===== src/rtl/nonce_sched_pkg.sv =====
// Shared state encodings, widths and status-flag decode for the nonce-search sequencer.
package nonce_sched_pkg;

  localparam int NONCE_W = 16;
  localparam int CNT_W   = 16;

  typedef enum logic [2:0] {
    S_IDLE  = 3'd0,
    S_ISSUE = 3'd1,
    S_WAIT  = 3'd2,
    S_CHECK = 3'd3,
    S_DONE  = 3'd4,
    S_FAIL  = 3'd5
  } state_t;

  typedef struct packed {
    logic issue;
    logic busy;
    logic done;
    logic fail;
  } flags_t;

  // Status flags are a pure function of the state they will accompany.
  function automatic flags_t decode_flags(input state_t s);
    flags_t f;
    f       = '0;
    f.issue = (s == S_ISSUE);
    f.busy  = (s == S_ISSUE) || (s == S_WAIT) || (s == S_CHECK);
    f.done  = (s == S_DONE);
    f.fail  = (s == S_FAIL);
    return f;
  endfunction

endpackage


===== src/rtl/nonce_sched_lat_timer.sv =====
// Loadable down-counter that paces the wait for the hash pipeline; stops at zero.
module lat_timer
  import nonce_sched_pkg::*;
#(
  parameter int W = CNT_W
) (
  input  logic         clk,
  input  logic         reset,
  input  logic         load,
  input  logic [W-1:0] value,
  output logic         zero
);

  logic [W-1:0] count;

  always_ff @(posedge clk) begin
    if (reset) begin
      count <= '0;
    end else if (load) begin
      count <= value;
    end else if (count != '0) begin
      count <= count - 1'b1;
    end
  end

  assign zero = (count == '0);

endmodule


===== src/rtl/nonce_sched.sv =====
// Batch sequencer for the parallel nonce search: issues a seed, waits out the hash
// latency, samples lane validity, then latches a winner, advances, or gives up.
module nonce_sched
  import nonce_sched_pkg::*;
#(
  parameter int LANES        = 3,
  parameter int HASH_LATENCY = 9,
  parameter int LOOP_LIMIT   = 5000
) (
  input  logic               clk,
  input  logic               reset,
  input  logic               start,
  input  logic [LANES-1:0]   lane_valid,
  output logic               issue,
  output logic [NONCE_W-1:0] nonce_base,
  output logic               busy,
  output logic               done,
  output logic               fail,
  output logic [1:0]         win_lane,
  output logic [NONCE_W-1:0] win_nonce,
  output logic [CNT_W-1:0]   batches
);

  localparam logic [CNT_W-1:0] WAIT_LOAD  = CNT_W'(HASH_LATENCY - 2);
  localparam logic [CNT_W-1:0] LAST_BATCH = CNT_W'(LOOP_LIMIT - 1);

  state_t state;
  state_t nxt;
  flags_t flags;
  logic   timer_zero;
  logic   hit;
  logic [1:0] hit_lane;

  // ISSUE lasts one cycle, so loading there makes the counter read HASH_LATENCY-2
  // on the first WAIT cycle and lands CHECK exactly HASH_LATENCY cycles after issue.
  lat_timer #(.W(CNT_W)) wait_timer (
    .clk   (clk),
    .reset (reset),
    .load  (state == S_ISSUE),
    .value (WAIT_LOAD),
    .zero  (timer_zero)
  );

  always_comb begin
    hit      = 1'b0;
    hit_lane = '0;
    for (int i = LANES - 1; i >= 0; i--) begin
      if (lane_valid[i]) begin
        hit      = 1'b1;
        hit_lane = 2'(i);
      end
    end
  end

  // Dropping start aborts any busy state before the CHECK result is considered.
  always_comb begin
    nxt = state;
    case (state)
      S_IDLE:  if (start) nxt = S_ISSUE;
      S_ISSUE: nxt = start ? S_WAIT : S_IDLE;
      S_WAIT: begin
        if (!start)          nxt = S_IDLE;
        else if (timer_zero) nxt = S_CHECK;
      end
      S_CHECK: begin
        if (!start)                     nxt = S_IDLE;
        else if (hit)                   nxt = S_DONE;
        else if (batches == LAST_BATCH) nxt = S_FAIL;
        else                            nxt = S_ISSUE;
      end
      S_DONE, S_FAIL: if (!start) nxt = S_IDLE;
      default: nxt = S_IDLE;
    endcase
  end

  always_ff @(posedge clk) begin
    if (reset) begin
      state      <= S_IDLE;
      flags      <= '0;
      nonce_base <= '0;
      batches    <= '0;
      win_lane   <= '0;
      win_nonce  <= '0;
    end else begin
      state <= nxt;
      flags <= decode_flags(nxt);
      if (state == S_IDLE && nxt == S_ISSUE) begin
        nonce_base <= '0;
        batches    <= '0;
        win_lane   <= '0;
        win_nonce  <= '0;
      end
      if (state == S_CHECK && start) begin
        batches <= batches + 1'b1;
        if (nxt == S_DONE) begin
          win_lane  <= hit_lane;
          win_nonce <= nonce_base;
        end
        if (nxt == S_ISSUE) begin
          nonce_base <= nonce_base + 1'b1;
        end
      end
    end
  end

  assign issue = flags.issue;
  assign busy  = flags.busy;
  assign done  = flags.done;
  assign fail  = flags.fail;

endmodule


===== config.mk =====
export PLATFORM = sky130hd
export DESIGN_NAME = nonce_sched
export DESIGN_NICKNAME = d
export VERILOG_FILES = /design/src/rtl/nonce_sched_pkg.sv /design/src/rtl/nonce_sched_lat_timer.sv /design/src/rtl/nonce_sched.sv
export SDC_FILE = /design/constraint.sdc
export NUM_CORES = 1
export LEC_CHECK = 0
export BUFFER_PORTS_ARGS = -buffer_cell sky130_fd_sc_hd__buf_2
export CAP_MARGIN = 20
export CORE_AREA = 3 3 87 89
export CTS_BUF_LIST = sky130_fd_sc_hd__clkbuf_4
export DETAILED_ROUTE_END_ITERATION = 10
export DIE_AREA = 0 0 90 92
export PLACE_DENSITY = 0.76
export SLEW_MARGIN = 20
export SYNTH_ARGS = -nofsm -noshare
export SYNTH_HDL_FRONTEND = slang
export SYNTH_HIERARCHICAL = 1
export SYNTH_SLANG_ARGS = --single-unit
export TNS_END_PERCENT = 1

===== constraint.sdc =====
create_clock -name clk -period 2.4 [get_ports clk]
set_clock_uncertainty 0.15 [all_clocks]
set_input_delay 0.36 -clock clk [delete_from_list [all_inputs] [get_ports clk]]
set_output_delay 0.36 -clock clk [all_outputs]
set_load 0.02 [all_outputs]

==> qor.yml, run 1 <==
drv_slew: 0
holdCritPathClass: "in -> reg"
r2r_slack_ps: 80
cp-end-kind: "flip-flop"
numCtsBuffers: 9
grt_max_degree: 35
yosysWarnings: 6
avgViaCountPerCell: 5.463
n_fill_cell: 611
clockBufferDepth: 2
drt_iter0_markers: 197
nNetsFinal: 543
final_cells: 635
worstHoldStart: "lane_valid[1]"
die_area_um2: 8280
netlist_instances: 433
min_to: "win_lane[0]"
clk-insertion-delay-late_ps: 420
route.vias.total: 3469
cp_max_fo: 7
slowest_delay_ps: 520
io_pins: 60
rsz0062_at_grt: "yes"
power_density_nw_per_um2: 802.5
irDropWorstVdd_v: 0.0003511
hold_buffers: 0
slew_headroom_pct: 36.57
synth_cell_types: 55
dp_hpwl_mm: 6.410
hold_path_depth: 3
start_kind: "flip-flop"
htree_levels: 3
drt_pre_antenna_iters: 5
diodes: 0
p_leak_uw: 0.001797
drive_gt1_share_pct: 25.97
dp.cells: 617
synth_area_per_cell_um2: 8.212
grt_pass1_wl_mm: 14.58
drt-wirelength-per-cell_um: 14.14
antenna_left: 0
place_area_um2: 4192
crit_family: "simple AND/OR/NAND/NOR gates"
worst-setup-path-type: "reg -> reg"
tightest_slew_ps: 949.5
root_buffer: "clkbuf_4"
grt_pass1_vias: 3111
rr_endpoint: "wait_timer/count[9]"
setup_viol: 0
synth_edf_count: 0
cts.sinks: 73
routed_wl_mm: 8.977
grt_overflow: 0
async_flop_share_pct: 0
min_period_over_period_pct: 96.84
worst_ep_required_time_ps: 2570
synth-seq-cells: 73
drc: 0
synthFlopType: "dfxtp_1"
max_freq_mhz: 430.3
r2r-start: "wait_timer/count[0]"
antenna_found_initial: 0
hold_slack_ps: 75.58
fp.coreArea_um2: 6832
synth_area_um2: 3556
chipHeight_um: 92
cts.reportedPaths.clkPinSlew_ps: 130
gp_congestion: 0.8455
rr_worst_depth: 7
areaGrowthSynthToFinish_pct: 23.22
rows: 30
cts_tree: "done"
cp_cell_sequence: "inv_1 > ha_1 > or3b_2 > or4_4 > buf_4 > o21ai_4 > o21ai_1"
worst_path_max_delay_cell: "or4_4"
port_buffers: 59
max_cap_viol_count: 0
hold_viol: 0
start_util_pct: 52.05
layout_common_cells: "dfxtp_1 (72), buf_2 (59), nand2_1 (57), nand3_1 (39), buf_4 (35)"
grt_use_total_pct: 21.23
design_area_um2: 4382
path_buf_inv: 2
ys_seq_area_share_pct: 41.10
status: "complete, no violations"
final_common_cell: "dfxtp_1"
die_w_um: 90
fin_crit_ps: 2324
crit_arrival_ps: 2500
[cells in the mapped netlist, types with 2 or more instances]
| cell | count | area (um^2) |
|---|---|---|
| nand3_1 | 39 | 195.2 |
| or4_2 | 2 | 17.52 |
| a31o_2 | 2 | 17.52 |
| dfxtp_1 | 73 | 1461 |
| and4b_1 | 2 | 20.02 |
| inv_1 | 11 | 41.29 |
| and3_1 | 7 | 43.79 |
| ha_1 | 3 | 37.54 |
| a221oi_1 | 2 | 17.52 |
| nor4b_1 | 3 | 26.28 |
| nor4_4 | 2 | 42.54 |
| nor3_1 | 13 | 65.06 |
| mux2_2 | 5 | 56.30 |
| and4_1 | 2 | 17.52 |
| a21oi_1 | 34 | 170.2 |
| or4_4 | 3 | 33.78 |
| o31ai_1 | 6 | 45.04 |
| clkbuf_1 | 16 | 60.06 |
| nor3b_1 | 2 | 15.01 |
| o211ai_1 | 8 | 60.06 |
| nand3b_1 | 2 | 15.01 |
| nor4_1 | 5 | 31.28 |
| xor2_1 | 3 | 26.28 |
| o21ai_1 | 3 | 15.01 |
| nand4_1 | 12 | 75.07 |
| mux2i_1 | 6 | 60.06 |
| or3_1 | 10 | 62.56 |
| o41ai_1 | 4 | 35.03 |
| o21ai_0 | 12 | 60.06 |
| xnor2_1 | 11 | 96.34 |
| nand2_1 | 57 | 214.0 |
| or2_2 | 9 | 56.30 |
| nor2_1 | 28 | 105.1 |
| o311ai_0 | 3 | 26.28 |
| and2_1 | 2 | 12.51 |
| nor2b_1 | 3 | 18.77 |
| nand2b_1 | 3 | 18.77 |
| conb_1 | 2 | 7.510 |
| buf_2 | 7 | 35.03 |
[worst register-to-register path: stages, from the launching register on]
cell and delay (ps):
dfxtp_2 350, inv_1 80, ha_1 170, or3b_2 460, or4_4 520, buf_4 170
o21ai_4 240, o21ai_1 110
[worst max path at each step]
stage | startpoint | end | slack [ps] | cells after the start
after floorplan | wait_timer/count[0] | state[0] | 40 | 9
after global routing | batches[0] | nonce_base[6] | -30 | 6
after detailed placement | wait_timer/count[0] | state[0] | 50 | 9
after global placement | wait_timer/count[0] | state[0] | 110 | 9
final | wait_timer/count[0] | wait_timer/count[9] | 80 | 7
after CTS | wait_timer/count[0] | state[0] | 20 | 9
[stage by stage]
stage	total power (uW)	setup slack, ps	utilization [%]	TNS [ps]
CTS	3507	23.04	63.75	0
finish	3516	75.80	64.14	0
detailed placement	2623	45.24	61.36	0
global route	3713	-25.32	64.14	-25.32
floorplan	2324	35.94	-	0
global placement	2579	108.6	61.36	0
[metal layers]
layer	share of wire [%]	vias to the layer above	GRT usage, %
li1	-	1747	-
met1	45	1596	28.04
met2	47	115	34.16
met3	7.4	11	5.989
met4	1.1	0	5.612
met5	0	-	0
[final cells by class]
| type | count | area, um^2 | share of cell area, % |
|---|---|---|---|
| clock buffer | 9 | 67.56 | 1.542 |
| clock inverter | 7 | 93.84 | 2.142 |
| sequential | 73 | 1463 | 33.38 |
| tap | 96 | 120.1 | 2.741 |
| inverter | 11 | 41.29 | 0.9423 |
| timing repair buffer | 95 | 563.0 | 12.85 |
| multi-input combinational | 344 | 2033 | 46.40 |
[state kept, by name, indices dropped and copies added (netlist names)]
| register | flops |
|---|---|
| issue | 1 |
| state | 3 |
| win_nonce | 16 |
| wait_timer/count | 16 |
| nonce_base | 16 |
| win_lane | 2 |
| fail | 1 |
| batches | 16 |
| done | 1 |
| busy | 1 |
[power by group]
| group | total [uW] | internal (uW) | leakage, uW | switching [uW] |
|---|---|---|---|---|
| clock network | 880 | 422 | 0.0000839 | 458 |
| registers | 1470 | 1330 | 0.000592 | 135 |
| logic | 1170 | 539 | 0.00112 | 629 |
| total | 3520 | 2290 | 0.00180 | 1220 |
[timing repair]
item	4_1_cts	5_1_grt
setup endpoints to repair	1	7
pin swaps	0	8
gates resized for setup	1	7
buffers inserted	0	2
cloned	0	0
[kinds of logic after synthesis]
| kind of cell | count (synthesis) | synth area share, % |
|---|---|---|
| simple gates | 210 | 31.53 |
| mux | 11 | 3.272 |
| fa+ha+maj | 3 | 1.056 |
| xor+xnor | 14 | 3.448 |
| buf+inv | 35 | 4.152 |
| other cells | 2 | 0.2112 |
| flops | 73 | 41.10 |
| compound gates | 85 | 15.24 |
(Power assumes the default switching activity.)
==> run 2: changes to the inputs <==
CORE_AREA = 3 3 85 87   (was 3 3 87 89)
DIE_AREA = 0 0 88 90   (was 0 0 90 92)
PLACE_DENSITY = 0.77   (was 0.76)
SLEW_MARGIN = unset   (was 20)
clock period = 2.15 ns   (was 2.4 ns; I/O delays follow)
==> run 2 against run 1 <==
Against the previous run:
- the flow now finishes with violations (negative setup slack)
- via count increased by 2.9%
- first-iteration DRC count is 5.6% higher
- non-clock buffer count rose by 13
- utilization grew 6.0 points
- combinational power grew 28%
- setup slack worse by 110 ps
- count of clock-buffer cells in the layout rose by 1
- clock power is 1% lower
- total power is 13% higher
- critical path type unchanged
- largest power group unchanged
==> qor.yml, run 2 (synthesized netlist as in run 1, its figures left out) <==
slew_headroom_pct: 32.12
io_pins: 60
place_area_um2: 4330
dp.cells: 613
final_core_util_pct: 70.10
setup_viol: 2
numCtsBuffers: 9
crit_family: "simple AND/OR/NAND/NOR gates"
worst_ep_required_time_ps: 2350
htree_levels: 3
grt_pass1_wl_mm: 15.56
path_buf_inv: 1
diodes: 0
cts.reportedPaths.clkPinSlew_ps: 120
intPower_uw: 2584
die_area_um2: 7920
crit_start: "wait_timer/count[7]"
cp-end-kind: "flip-flop"
violations: "negative setup slack"
root_buffer: "clkbuf_4"
post-cts-setup-buffers: 0
crit_cells: 7
port_buffers: 59
irDropWorstVdd_v: 0.0004281
power_density_nw_per_um2: 884.7
r2r-start: "wait_timer/count[7]"
routed_wl_mm: 9.116
max_cap_viol_count: 0
slowest_delay_ps: 550
worst-setup-path-type: "reg -> reg"
grt_overflow: 0
crit_arrival_ps: 2380
drive_gt1_share_pct: 29.53
p_leak_uw: 0.001861
p_sw_uw: 1399
rsz0062_at_grt: "yes"
drt_iter0_markers: 208
max_freq_mhz: 457.9
crit_top_cell: "or4_4"
drt-wirelength-per-cell_um: 14.49
drv_slew: 0
grt_max_degree: 64
route.vias.total: 3570
sw_frac_of_total_pct: 35.12
tightest_slew_ps: 1016
areaGrowthSynthToFinish_pct: 26.60
final_common_cell: "dfxtp_1"
r2r_slack_ps: -30
die_w_um: 88
cts.sinks: 73
start_kind: "flip-flop"
cp_cell_sequence: "or4_4 > or4_4 > nor2_4 > inv_1 > o21ai_1 > a21oi_1 > nor3b_1"
worst_path_max_delay_cell: "or4_4"
grt_use_total_pct: 24.26
power_uw: 3983
chipHeight_um: 90
p_seq_share_pct: 40.4
final_cells: 629
gp_congestion: 0.9185
clockBufferDepth: 2
cp_max_fo: 4
start_util_pct: 55.37
drc: 0
antenna_left: 0
cp-endpoint: "state[0]"
fp.coreArea_um2: 6422
dp_hpwl_mm: 6.459
clkPwrFrac_pct: 21.8
holdCritPathClass: "in -> reg"
clk-insertion-delay-late_ps: 420
hold_slack_ps: 57.38
avgViaCountPerCell: 5.676
grt_pass1_vias: 3329
combPwrFrac_pct: 37.8
cts_tree: "done"
layout_common_cells: "dfxtp_1 (67), buf_2 (59), nand2_1 (57), buf_4 (45), nand3_1 (39)"
rr_endpoint: "state[0]"
antenna_found_initial: 0
hold_viol: 0
min_period_over_period_pct: 101.6
rows: 29
status: "finished with violations"
nNetsFinal: 556
hold_buffers: 0
rr_worst_depth: 7
design_area_um2: 4502
fin_crit_ps: 2184
drt_pre_antenna_iters: 5
finalWorstSetupSlack_ps: -34.00
==> run 2: changes by cell type in the layout (fill, tap and decap cells not counted), sizes merged <==
cell,previous run,this run
clkinv,3,1
bufinv,2,1
clkinvlp,1,3
buf,94,108
==> run 2: stage by stage <==
step | setup slack, ps | setup TNS (ps)
5_1_grt | -84.13 | -581.0
3_5_place_dp | -130.1 | -1248
2_1_floorplan | -23.96 | -26.92
4_1_cts | -38.83 | -246.3
6_report | -34.00 | -49.66
3_3_place_gp | -69.34 | -75.21
==> run 2: worst reg2reg max path, stage by stage (launching register included) <==
cell and delay [ps]:
dfxtp_2 340, or4_4 550, or4_4 550, nor2_4 110
inv_1 50, o21ai_1 130, a21oi_1 80, nor3b_1 170
==> run 2: repair_timing <==
item,CTS,global route
resized for setup,9,3
setup endpoints to repair,14,20
pin swaps,7,10
gates cloned,0,0
==> run 2: layout make-up <==
type | instances | area, um^2
tap | 77 | 96.34
multi-input combinational | 344 | 2058
clock buffer | 10 | 75.07
timing repair buffer | 108 | 695.7
fill | 516 | 1921
clock inverter | 6 | 66.31
sequential | 73 | 1469
inverter | 11 | 41.29
==> run 2: worst min-delay path by stage <==
stage / from / endpoint / slack (ps) / cells after the start
after floorplan: start / busy / 330 / 2
after global placement: win_nonce[13] / win_nonce[13] / 300 / 2
after detailed placement: win_nonce[13] / win_nonce[13] / 310 / 2
after CTS: start / state[0] / 30 / 2
after global routing: start / state[0] / 20 / 2
final: start / state[0] / 60 / 2
==> run 2: power by group through the flow <==
stage | Combinational, uW | Clock (uW) | Sequential (uW)
6_report | 1500 | 870 | 1610
5_1_grt | 1640 | 954 | 1630
4_1_cts | 1500 | 893 | 1610
3_5_place_dp | 1450 | 0 | 1640
3_3_place_gp | 1410 | 0 | 1630
2_1_floorplan | 997 | 0 | 1640
==> run 2: routing by layer <==
| layer | up-vias | global-route usage, % | routed length (um) |
|---|---|---|---|
| met5 | - | 0 | 0 |
| met4 | 0 | 8.056 | 163 |
| met3 | 14 | 6.216 | 419 |
| met2 | 99 | 39.13 | 4391 |
| met1 | 1682 | 31.16 | 4140 |
| li1 | 1775 | - | - |
==> run 3: changes to the inputs <==
CORE_AREA = 3 3 83 85   (was 3 3 85 87)
DIE_AREA = 0 0 86 88   (was 0 0 88 90)
PLACE_DENSITY = 0.8   (was 0.77)
==> run 3 against run 2 <==
Against the previous run:
- the run still ends with negative setup slack left
- die area down 4.4%
- non-clock buffer count up 3
- utilization up 2.8 points
- total power up 6.5%
- wire length up 7.3%
- highest routed layer unchanged
==> qor.yml, run 3 (synthesized netlist as in run 1, its figures left out) <==
worstHoldStart: "start"
grt_overflow: 0
worst_path_max_delay_cell: "or4_4"
htree_levels: 3
cp_max_fo: 7
cp_cell_sequence: "or4_4 > or4_4 > buf_6 > o21ai_4 > o21ai_1"
cts_tree: "done"
fin_crit_ps: 2176
final_core_util_pct: 72.91
max_freq_mhz: 459.6
crit_top_cell: "or4_4"
avgViaCountPerCell: 5.859
die_w_um: 86
grt_use_total_pct: 25.75
worst_ep_required_time_ps: 2300
rr_endpoint: "wait_timer/count[7]"
drc: 0
numCtsBuffers: 9
clockBufferDepth: 2
chipHeight_um: 88
n_fill_cell: 509
min_period_over_period_pct: 101.2
cts.sinks: 73
rr_worst_depth: 5
max_cap_viol_count: 0
violations: "negative setup slack"
antenna_found_initial: 0
finalWorstSetupSlack_ps: -25.98
holdCritPathClass: "in -> reg"
irDropWorstVdd_v: 0.0007741
clk-insertion-delay-late_ps: 410
slowest_delay_ps: 550
drive_gt1_share_pct: 30.63
tightest_slew_ps: 1016
cp-end-kind: "flip-flop"
intPower_uw: 2797
routed_wl_mm: 9.779
rows: 29
diodes: 0
io_pins: 60
p_leak_uw: 0.001919
dp.cells: 614
worst-setup-path-type: "reg -> reg"
hold_path_depth: 2
power_density_nw_per_um2: 927.0
crit_arrival_ps: 2320
cts.reportedPaths.clkPinSlew_ps: 120
areaGrowthSynthToFinish_pct: 28.71
layout_common_cells: "dfxtp_1 (66), buf_2 (59), nand2_1 (57), buf_4 (49), nand3_1 (39)"
min_to: "state[0]"
drv_slew: 0
gp_congestion: 0.9287
setup_viol: 5
die_area_um2: 7568
port_buffers: 59
nNetsFinal: 559
fp.coreArea_um2: 6277
place_area_um2: 4313
combPwrFrac_pct: 36.0
start_kind: "flip-flop"
root_buffer: "clkbuf_4"
p_sw_uw: 1445
route.vias.total: 3703
drt-wirelength-per-cell_um: 15.47
grt_max_degree: 36
grt_pass1_vias: 3335
antenna_left: 0
grt_pass1_wl_mm: 15.66
drt_iter0_markers: 248
r2r-start: "wait_timer/count[8]"
clkPwrFrac_pct: 25.9
slew_headroom_pct: 32.15
design_area_um2: 4577
dp_hpwl_mm: 6.719
start_util_pct: 56.65
hold_buffers: 0
final_common_cell: "dfxtp_1"
p_seq_share_pct: 38.1
hold_viol: 0
status: "finished with violations"
rsz0062_at_grt: "yes"
drt_pre_antenna_iters: 7
sw_frac_of_total_pct: 34.07
finalSetupTns_ps: -108.3
r2r_slack_ps: -30
final_cells: 632
[run 3: cell types whose count changed in the layout (fill, tap and decap cells not counted), sizes merged]
cell	change
buf	+3
clkinvlp	-3
bufinv	+2
clkinv	+2
clkbuf	-1
[run 3: repair_timing]
item | in CTS | in global routing
gates resized for setup | 11 | 8
buffers inserted | 1 | 0
pin swaps | 8 | 10
endpoints found under the setup margin | 18 | 25
[run 3: power groups by stage]
stage	Clock, uW	Combinational [uW]	Sequential [uW]
finish	1100	1530	1620
global route	1170	1670	1630
CTS	1110	1490	1610
detailed placement	0	1430	1640
global placement	0	1370	1630
floorplan	0	997	1640
[run 3: stage by stage]
| stage | hold WS (ps) | total power (uW) | worst slack [ps] |
|---|---|---|---|
| 3_5_place_dp | 308.9 | 3072 | -65.25 |
| 6_report | 74.86 | 4243 | -25.98 |
| 2_1_floorplan | 329.5 | 2639 | -23.96 |
| 3_3_place_gp | 299.9 | 3005 | 9.337 |
| 4_1_cts | 61.29 | 4212 | -44.29 |
| 5_1_grt | 46.89 | 4474 | -83.69 |
[run 3: final cells by class]
type | instances | area [um^2] | share of cell area, %
Tap cell | 77 | 96.34 | 2.105
Clock buffer | 9 | 67.56 | 1.476
Multi-Input combinational cell | 344 | 2087 | 45.60
Timing Repair Buffer | 111 | 696.9 | 15.23
Sequential cell | 73 | 1470 | 32.12
Clock inverter | 7 | 117.6 | 2.570
Inverter | 11 | 41.29 | 0.9021
[run 3: worst max-delay path by stage]
stage / start / end / slack [ps] / cells past startpoint
final: wait_timer/count[8] / wait_timer/count[7] / -30 / 5
after global routing: wait_timer/count[8] / wait_timer/count[8] / -80 / 5
after CTS: wait_timer/count[7] / wait_timer/count[8] / -40 / 5
after detailed placement: start / nonce_base[6] / -70 / 6
after global placement: batches[0] / nonce_base[5] / 9 / 6
after floorplan: wait_timer/count[1] / state[0] / -20 / 9
[run 3: worst max-delay path, delay by kind of cell (launching register included)]
family / cells / cell delay (ps)
AND/OR/NAND/NOR: 2 / 1080
AO/OA/AOI/OAI: 2 / 350
flip-flops: 1 / 340
buffers and inverters: 1 / 150
[run 3: metal layers]
metal	track usage [%]	up-vias	part of all wire [%]
met5	0	-	0
met4	10.07	0	1.9
met3	4.421	24	6.8
met2	43.45	139	49
met1	32.85	1757	43
li1	-	1783	-
